**config.mk**
```make
export PLATFORM = sky130hd
export DESIGN_NAME = ysyx_24100005_ifu
export DESIGN_NICKNAME = d
export VERILOG_FILES = /design/src/rtl/ysyx_24100005_pkg.sv /design/src/rtl/ysyx_24100005_Reg.sv /design/src/rtl/ysyx_24100005_ifu.sv
export SDC_FILE = /design/constraint.sdc
export NUM_CORES = 1
export LEC_CHECK = 0
export CORE_MARGIN = 2
export CORE_UTILIZATION = 39
export DETAILED_ROUTE_END_ITERATION = 6
export PLACE_DENSITY = 0.76
export SKIP_LAST_GASP = 1
export SYNTH_ARGS = -nofsm -noshare
export SYNTH_HDL_FRONTEND = slang
export SYNTH_SLANG_ARGS = --single-unit
```
**constraint.sdc**
```tcl
create_clock -name clk -period 2.4 [get_ports clk]
set_input_delay 0.6 -clock clk [delete_from_list [all_inputs] [get_ports clk]]
set_output_delay 0.6 -clock clk [all_outputs]
set_load 0.01 [all_outputs]
```
**src/rtl/ysyx_24100005_pkg.sv**
```systemverilog
// Shared definitions for the ysyx_24100005 instruction fetch path.
package ysyx_24100005_pkg;

    localparam logic [31:0] IFU_RESET_PC = 32'h8000_0000;
    localparam logic [7:0]  IFU_TIMEOUT  = 8'd255;

    typedef enum logic [1:0] {
        StIdle = 2'd0,
        StAddr = 2'd1,
        StData = 2'd2,
        StHold = 2'd3
    } ifu_state_e;

    // Contents of the inst/err output buffer.
    typedef struct packed {
        logic        err;
        logic [31:0] inst;
    } fetch_buf_t;

    // Instructions must be word aligned.
    function automatic logic is_aligned(input logic [31:0] addr);
        return addr[1:0] == 2'b00;
    endfunction

endpackage

```
**src/rtl/ysyx_24100005_Reg.sv**
```systemverilog
// Generic register with write enable and asynchronous active-high reset.
module ysyx_24100005_Reg #(
    parameter int unsigned     WIDTH     = 1,
    parameter logic [WIDTH-1:0] RESET_VAL = '0
) (
    input  logic             clk,
    input  logic             rst,
    input  logic [WIDTH-1:0] din,
    output logic [WIDTH-1:0] dout,
    input  logic             wen
);

    logic [WIDTH-1:0] data_q;
    logic [WIDTH-1:0] data_d;

    // Load din when enabled, otherwise hold.
    always_comb begin
        data_d = wen ? din : data_q;
    end

    // Storage flop.
    always_ff @(posedge clk or posedge rst) begin
        if (rst) begin
            data_q <= RESET_VAL;
        end else begin
            data_q <= data_d;
        end
    end

    assign dout = data_q;

endmodule

```
**src/rtl/ysyx_24100005_ifu.sv**
```systemverilog
// Instruction fetch unit: issues one read per fetch request on an AXI-lite style
// read channel and holds the result until the core consumes it.
module ysyx_24100005_ifu
    import ysyx_24100005_pkg::*;
#(
    parameter logic [31:0] RESET_PC = IFU_RESET_PC,
    parameter logic [7:0]  TIMEOUT  = IFU_TIMEOUT
) (
    input  logic        clk,
    input  logic        rst,
    input  logic [31:0] pc,
    input  logic        fetch_req,
    output logic [31:0] inst,
    output logic        inst_valid,
    input  logic        inst_ready,
    output logic        fetch_err,
    output logic        mem_arvalid,
    output logic [31:0] mem_araddr,
    input  logic        mem_arready,
    input  logic        mem_rvalid,
    input  logic [31:0] mem_rdata,
    input  logic [1:0]  mem_rresp,
    output logic        mem_rready
);

    ifu_state_e  state_q, state_d;
    logic [31:0] addr_q, addr_d;
    logic [7:0]  cnt_q, cnt_d;

    fetch_buf_t  buf_din;
    fetch_buf_t  buf_dout;
    logic        buf_wen;

    // State, latched address and wait counter.
    always_ff @(posedge clk or posedge rst) begin
        if (rst) begin
            state_q <= StIdle;
            addr_q  <= RESET_PC;
            cnt_q   <= 8'd0;
        end else begin
            state_q <= state_d;
            addr_q  <= addr_d;
            cnt_q   <= cnt_d;
        end
    end

    // Next-state logic, including result buffer loads.
    always_comb begin
        state_d = state_q;
        addr_d  = addr_q;
        cnt_d   = cnt_q;
        buf_wen = 1'b0;
        buf_din = '{err: 1'b0, inst: 32'h0};
        unique case (state_q)
            StIdle, StHold: begin
                // HOLD behaves like IDLE once the core takes the result.
                if (state_q == StIdle || inst_ready) begin
                    if (!fetch_req) begin
                        state_d = StIdle;
                    end else if (is_aligned(pc)) begin
                        state_d = StAddr;
                        addr_d  = pc;
                        cnt_d   = 8'd0;
                    end else begin
                        state_d = StHold;
                        buf_wen = 1'b1;
                        buf_din = '{err: 1'b1, inst: 32'h0};
                    end
                end
            end
            StAddr: begin
                // Handshake wins over timeout.
                if (mem_arready) begin
                    state_d = StData;
                end else if (cnt_q == TIMEOUT) begin
                    state_d = StHold;
                    buf_wen = 1'b1;
                    buf_din = '{err: 1'b1, inst: 32'h0};
                end else begin
                    cnt_d = cnt_q + 8'd1;
                end
            end
            StData: begin
                if (mem_rvalid) begin
                    state_d = StHold;
                    buf_wen = 1'b1;
                    buf_din = '{err: (mem_rresp != 2'b00), inst: mem_rdata};
                end else if (cnt_q == TIMEOUT) begin
                    state_d = StHold;
                    buf_wen = 1'b1;
                    buf_din = '{err: 1'b1, inst: 32'h0};
                end else begin
                    cnt_d = cnt_q + 8'd1;
                end
            end
            default: state_d = StIdle;
        endcase
    end

    // Moore outputs decoded from the current state.
    always_comb begin
        mem_arvalid = (state_q == StAddr);
        mem_rready  = (state_q == StData);
        mem_araddr  = addr_q;
        inst_valid  = (state_q == StHold);
        inst        = buf_dout.inst;
        fetch_err   = buf_dout.err & (state_q == StHold);
    end

    ysyx_24100005_Reg #(
        .WIDTH     ($bits(fetch_buf_t)),
        .RESET_VAL ('0)
    ) u_inst_buf (
        .clk  (clk),
        .rst  (rst),
        .din  (buf_din),
        .dout (buf_dout),
        .wen  (buf_wen)
    );

endmodule

```
Yosys cells after proc, flatten, opt, wreduce, memory -nomap -nowiden
Index checks and enable logic that the tools add are counted.

Equal/unequal tests: 9. Add/sub/neg operators: 1. Mux-type cells: 28. Reductions and logical operators: 7. Bitwise logic cells: 1.

Operator list (number): 33-bit two-way mux (6); 33-bit case mux with 3 select lines (1); 8-bit two-way mux (6); 8-bit case mux with 3 select lines (1); 2-bit two-way mux (6); 2-bit inequality test (second input constant) (5); 8-bit by 1-bit adder with 8-bit output (second input constant) (1); 8-bit == test (second input constant) (1); 1-bit two-way mux (6); 2-bit case mux with 3 select lines (1); 5-bit AND reduction (1); 2-bit == test (second input constant) (2); 2-bit logical NOT (2); 4-bit AND reduction (1); 1-bit case mux with 3 select lines (1); 2-bit by 1-bit == test with 1-bit output (second input constant) (1); 2-bit nonzero test (1); 2-bit OR reduction (1); 1-bit AND (1); 1-bit logical OR (1).

Word-level logic and storage cells: 50. Bits of input ports: 72. Flip-flop bits (word level): 75. Output and inout port bits: 68.

Logic depth before layout (Yosys ltp)
Word-level depth: 5. Gate-level depth with buffers: 8. Depth with buffers taken out: 6.

Cells and area by module
Synthesis repeated with hierarchy kept, for this count alone.

Cells, all modules: 263. Area, all modules: 3634.7 µm².

By module, submodules not included: ysyx_24100005_ifu (sequential area each 1052.3 µm², times used 1, cells each 192, area an instance 2249.7 µm²); ysyx_24100005_Reg (sequential area each 825.8 µm², times used 1, cells each 71, area an instance 1385.1 µm²).

Worst setup path before layout
OpenSTA, ideal clock, no wires.

Path type: reg-to-reg. Start: reg state_q[0]. End: reg addr_q[15], in the netlist mem_araddr[15]. Path buffers: 2. Stages on the path, launching flop included: 8. Setup time: 0.125 ns. Required time: 2.275 ns. Path slack: 0.361 ns. Clock period less this slack: 2.039 ns. Arrival time: 1.914 ns. Cells stage by stage: dfrtp_1 > inv_1 > ha_1 > nand2b_4 > or4_1 > buf_6 > buf_6 > mux2_4.

Longest elaborated chain between the ends: 3. Elaborated cells on any way between the ends: 5. Classes of those cells: 1 x eq/ne; 4 x reduce/logical.

Ends and longest elaborated chain: start: declaration (line ysyx_24100005_ifu.sv:26) `ifu_state_e state_q, state_d;`; start signal: assignment (line ysyx_24100005_ifu.sv:37) `state_q <= StIdle;`; start signal: assignment (line ysyx_24100005_ifu.sv:41) `state_q <= state_d;`; 2-bit == test or 2-bit logical NOT (tied branches) (line ysyx_24100005_ifu.sv:54, ysyx_24100005_ifu.sv:57); 2-bit OR reduction or 1-bit logical OR (tied branches) (line ysyx_24100005_ifu.sv:54, ysyx_24100005_ifu.sv:57); 4-bit AND reduction (no line) (*); end signal: assignment (line ysyx_24100005_ifu.sv:42) `addr_q <= addr_d;`; end: declaration (line ysyx_24100005_ifu.sv:27) `logic [31:0] addr_q, addr_d;`.

Mark *: on every way between the ends. The rest lies on a longest branch, timed or not. A chain may end at the register's enable or synchronous reset.

Final worst setup path
Start: reg state_q[0]. End: out fetch_err.

Longest elaborated chain between the ends: 2.

Ends and longest elaborated chain: 2-bit == test (line ysyx_24100005_ifu.sv:107) `fetch_err = buf_dout.err & (state_q == StHold);`; 1-bit AND (line ysyx_24100005_ifu.sv:107); end: declaration (line ysyx_24100005_ifu.sv:16) `output logic fetch_err,`.

Every way passes these cells.

==> summary.txt <==
Outcome
  – Status: finished, final reports clean

Cells and area
  – Area Growth Syn to Fin: 45.31%
  – Reg area: 0.001878 sq mm
  – Core Util, Final: 57.94%
  – Footprint of the multi-input gates: 0.001230 sq mm
  – Antenna diodes: 0
  – Ratio of cells with drive above 1 in the final layout: 18.49%
  – Cell Count, Final, Fillers Out: 492
  – Layout filler cell count: 701
  – Layout Nets: 456

Drt
  – Antenna Nets Post-Route: 0
  – Avg WL per Cell: 15.57 um
  – Pre-Repair DR Iteration Count: 4
  – Via Count: 2404
  – Vias per std cell: 4.886
  – DRC: 0
  – Drt total wl: 7660 um
  – Initial DRC Count: 66

Clocking
  – Hold buffer count at CTS: 0
  – Sink Count: 75
  – CTS root buf: clkbuf_8
  – TritonCTS clock tree: yes
  – Clk Latency, worst-skew pair: 0.34 ns
  – Clock buffer depth: 2
  – Worst-path clk slew: 0.08 ns
  – # H-tree levels: 3
  – CTS Buf Count: 9

Global route
  – Grt ovf: 0
  – Vias in the first global route: 2642
  – First-pass GRT wire length: 12790 um
  – Global Route Usage Sum: 16.55%
  – Antenna violations before repair: 0
  – Largest net degree at the start of global routing: 76

STA
  – Final setup vio count: 0
  – Skew final: 0.01010 ns
  – Slew @ Worst Pin: 0.3956 ns
  – Final period util: 95.14%
  – Achievable Freq: 0.4380 GHz
  – Hold Fails Final Rpt: 0
  – Hold_ws: 0.4916 ns
  – RSZ-0062 raised after global routing: no
  – Clock period minus worst slack: 2.283 ns
  – Max-Slew Margin vs Limit: 73.63%
  – Final Slew Violations: 0

Power
  – Power Density: 1224 mW/mm^2
  – Peak supply drop: 0.5575 mV
  – Pleak: 2.256 nW

Synthesis
  – Synth Area in XOR/XNOR: 0%
  – Post-synthesis sequential area ratio: 54.54%
  – Post-synthesis mux area share: 13.55%
  – Synthesized netlist cell count: 259
  – Cell Area, Synth: 0.003443 sq mm
  – Post-Syn Nets: 336
  – Post-synth cell types: 42
  – Top cell type by total area after synthesis: dfrtp_1
  – Compound-gate portion of the synthesized area: 14.17%
  – Simple-Gate Fraction of Synth Area: 5.778%
  – Synth area leaders: dfrtp_1 54%, mux2_4 11%, a22o_1 8.1%
  – Yosys warning count: 0
  – Mean Syn Cell Area: 13.29 sq um
  – Post-synthesis adder-cell area fraction: 1.817%
  – Main flop type after synthesis: dfrtp_1
  – Post-synth EDFFs: 0
  – Synth top area share: 53.78%
  – Post-synthesis async set-or-reset flop share: 100.0%
  – Largest family of logic cells by synthesized area: compound AO/OA/AOI/OAI gates
  – Seq cells post-synth: 75

Min path
  – Hold_sp: mem_araddr[0]$_DFFE_PP0P_
  – Min-Delay Path Class: register to register
  – Hold EP: mem_araddr[0]$_DFFE_PP0P_
  – Hold Path Cell Cnt: 1

Critical path
  – Worst reg2reg path depth: 7
  – Critical Path RT: 1.80 ns
  – CP Launch Type: register
  – Worst Path Arrival: 1.68 ns
  – CP Cell Sequence: buf_4, ha_1, and2_1, clkdlybuf4s50_1
  – CP max FO: 3
  – Reg2Reg Setup Slack: 0.20 ns
  – R2R Path End: cnt_q[2]$_DFFE_PP0P_
  – Worst setup EP type: output pin
  – CP max stage delay: 0.48 ns
  – Slowest cell on crit path: clkdlybuf4s50_1
  – Crit Path Class: register to output pin
  – Worst reg2reg path startpoint: state_q[0]$_DFFE_PP0N_

Placed design
  – I/O Buffers: 139
  – Post-DP HPWL: 5562 um
  – Cells after DPL: 476
  – GP Congestion: 0.8031

Job
  – Max-cap violations: 0

Floorplan
  – I/O pin cnt: 140
  – Core Area: 0.008636 sq mm
  – Die X: 97.96 um
  – Die height: 97.96 um
  – # rows: 34
  – Starting Density: 39.87%
  – Die area: 0.009596 sq mm
## critical path, delay by kind of cell (launching register included)
family	cells	cell delay [ns]
adder cells (fa/ha/maj)	1	0.20
buffers and inverters	2	0.63
flip-flops	1	0.38
AND/OR/NAND/NOR	1	0.14
## logic make-up after synthesis
| family | Yosys count |
|---|---|
| buffers and inverters | 50 |
| AND/OR/NAND/NOR | 35 |
| adder cells (fa/ha/maj) | 5 |
| flip-flops | 75 |
| multiplexers | 33 |
| AO/OA/AOI/OAI | 61 |
## metal layers
metal | vias up | share of wire, % | track usage [%]
met1 | 1184 | 42 | 19.63
li1 | 1141 | - | -
met2 | 69 | 51 | 28.66
met3 | 10 | 5.0 | 4.796
met4 | 0 | 1.8 | 5.876
met5 | - | 0 | 0
## layout make-up
class / instances / area share (%)
tap: 108 / 2.701
inverter: 6 / 0.5251
clock buffer: 11 / 3.026
sequential: 75 / 37.53
timing repair buffer: 153 / 30.41
multi-input combinational: 134 / 24.58
clock inverter: 5 / 1.225
## power breakdown
group	leakage, nW	internal [mW]	switching, mW
combinational	1.20	1.81	1.16
sequential	0.960	1.83	0.329
clock	0.0978	0.539	0.457
total	2.26	4.18	1.94
## cell usage in the layout, fill, tap and decap left out, types with 4 or more instances in the layout
cell type / n
clkdlybuf4s50_1: 139
dfrtp_1: 74
a22o_1: 32
mux2_4: 26
buf_4: 12
clkbuf_8: 11
o21ai_0: 6
a21oi_1: 6
nor2_1: 5
inv_1: 5
nand2_1: 5
mux2_2: 5
nand3_1: 4
nor3_1: 4
clkinvlp_4: 4
ha_1: 4
## how the worst max path moves through the flow
stage | endpoint | start | cells past startpoint
floorplan | mem_araddr[15]$_DFFE_PP0P_ | state_q[0]$_DFFE_PP0N_ | 7
global placement | cnt_q[3]$_DFFE_PP0P_ | fetch_req | 6
detailed placement | cnt_q[2]$_DFFE_PP0P_ | inst_ready | 6
CTS | mem_arvalid | state_q[0]$_DFFE_PP0N_ | 3
global route | fetch_err | state_q[0]$_DFFE_PP0N_ | 4
finish | fetch_err | state_q[0]$_DFFE_PP0N_ | 4
## flip-flops by register name, summed over array words and instances (netlist names)
register	cells
cnt_q	8
mem_araddr	32
state_q	2
u_inst_buf.dout	33
## cell usage after synthesis, types with 2 or more instances
master / number
dfrtp_1: 74
mux2_2: 5
inv_1: 6
clkbuf_1: 4
or4_1: 2
buf_4: 32
nand2_1: 5
a31oi_1: 3
o21ai_0: 6
o22ai_1: 2
mux2_4: 26
nor2_1: 6
buf_2: 3
a22o_1: 32
nand3_1: 4
nor3_1: 4
and2_1: 3
and3_1: 2
mux2i_1: 2
nand2b_1: 2
a21oi_1: 6
a211oi_1: 2
buf_6: 5
ha_1: 5
## per-stage QoR
step / area (sq um) / TNS [ns] / total power [mW] / setup WS [ns]
2_1_floorplan: 3447 / 0 / 3.950 / 0.3613
3_3_place_gp: 4788 / -0.8808 / 5.100 / -0.06704
3_5_place_dp: 4788 / -2.199 / 5.172 / -0.1248
4_1_cts: 5001 / 0 / 6.209 / 0.05569
5_1_grt: 5004 / 0 / 6.527 / 0.02991
6_report: 5004 / 0 / 6.125 / 0.1167
## timing repair
| item | in CTS | in global routing |
|---|---|---|
| setup endpoints to repair | 0 | 1 |
| endpoints found under the hold margin | 0 | 0 |
| gates resized for setup | 0 | 1 |
| setup buffers | 0 | 0 |
Note: power is estimated with default switching activity, not from simulation.
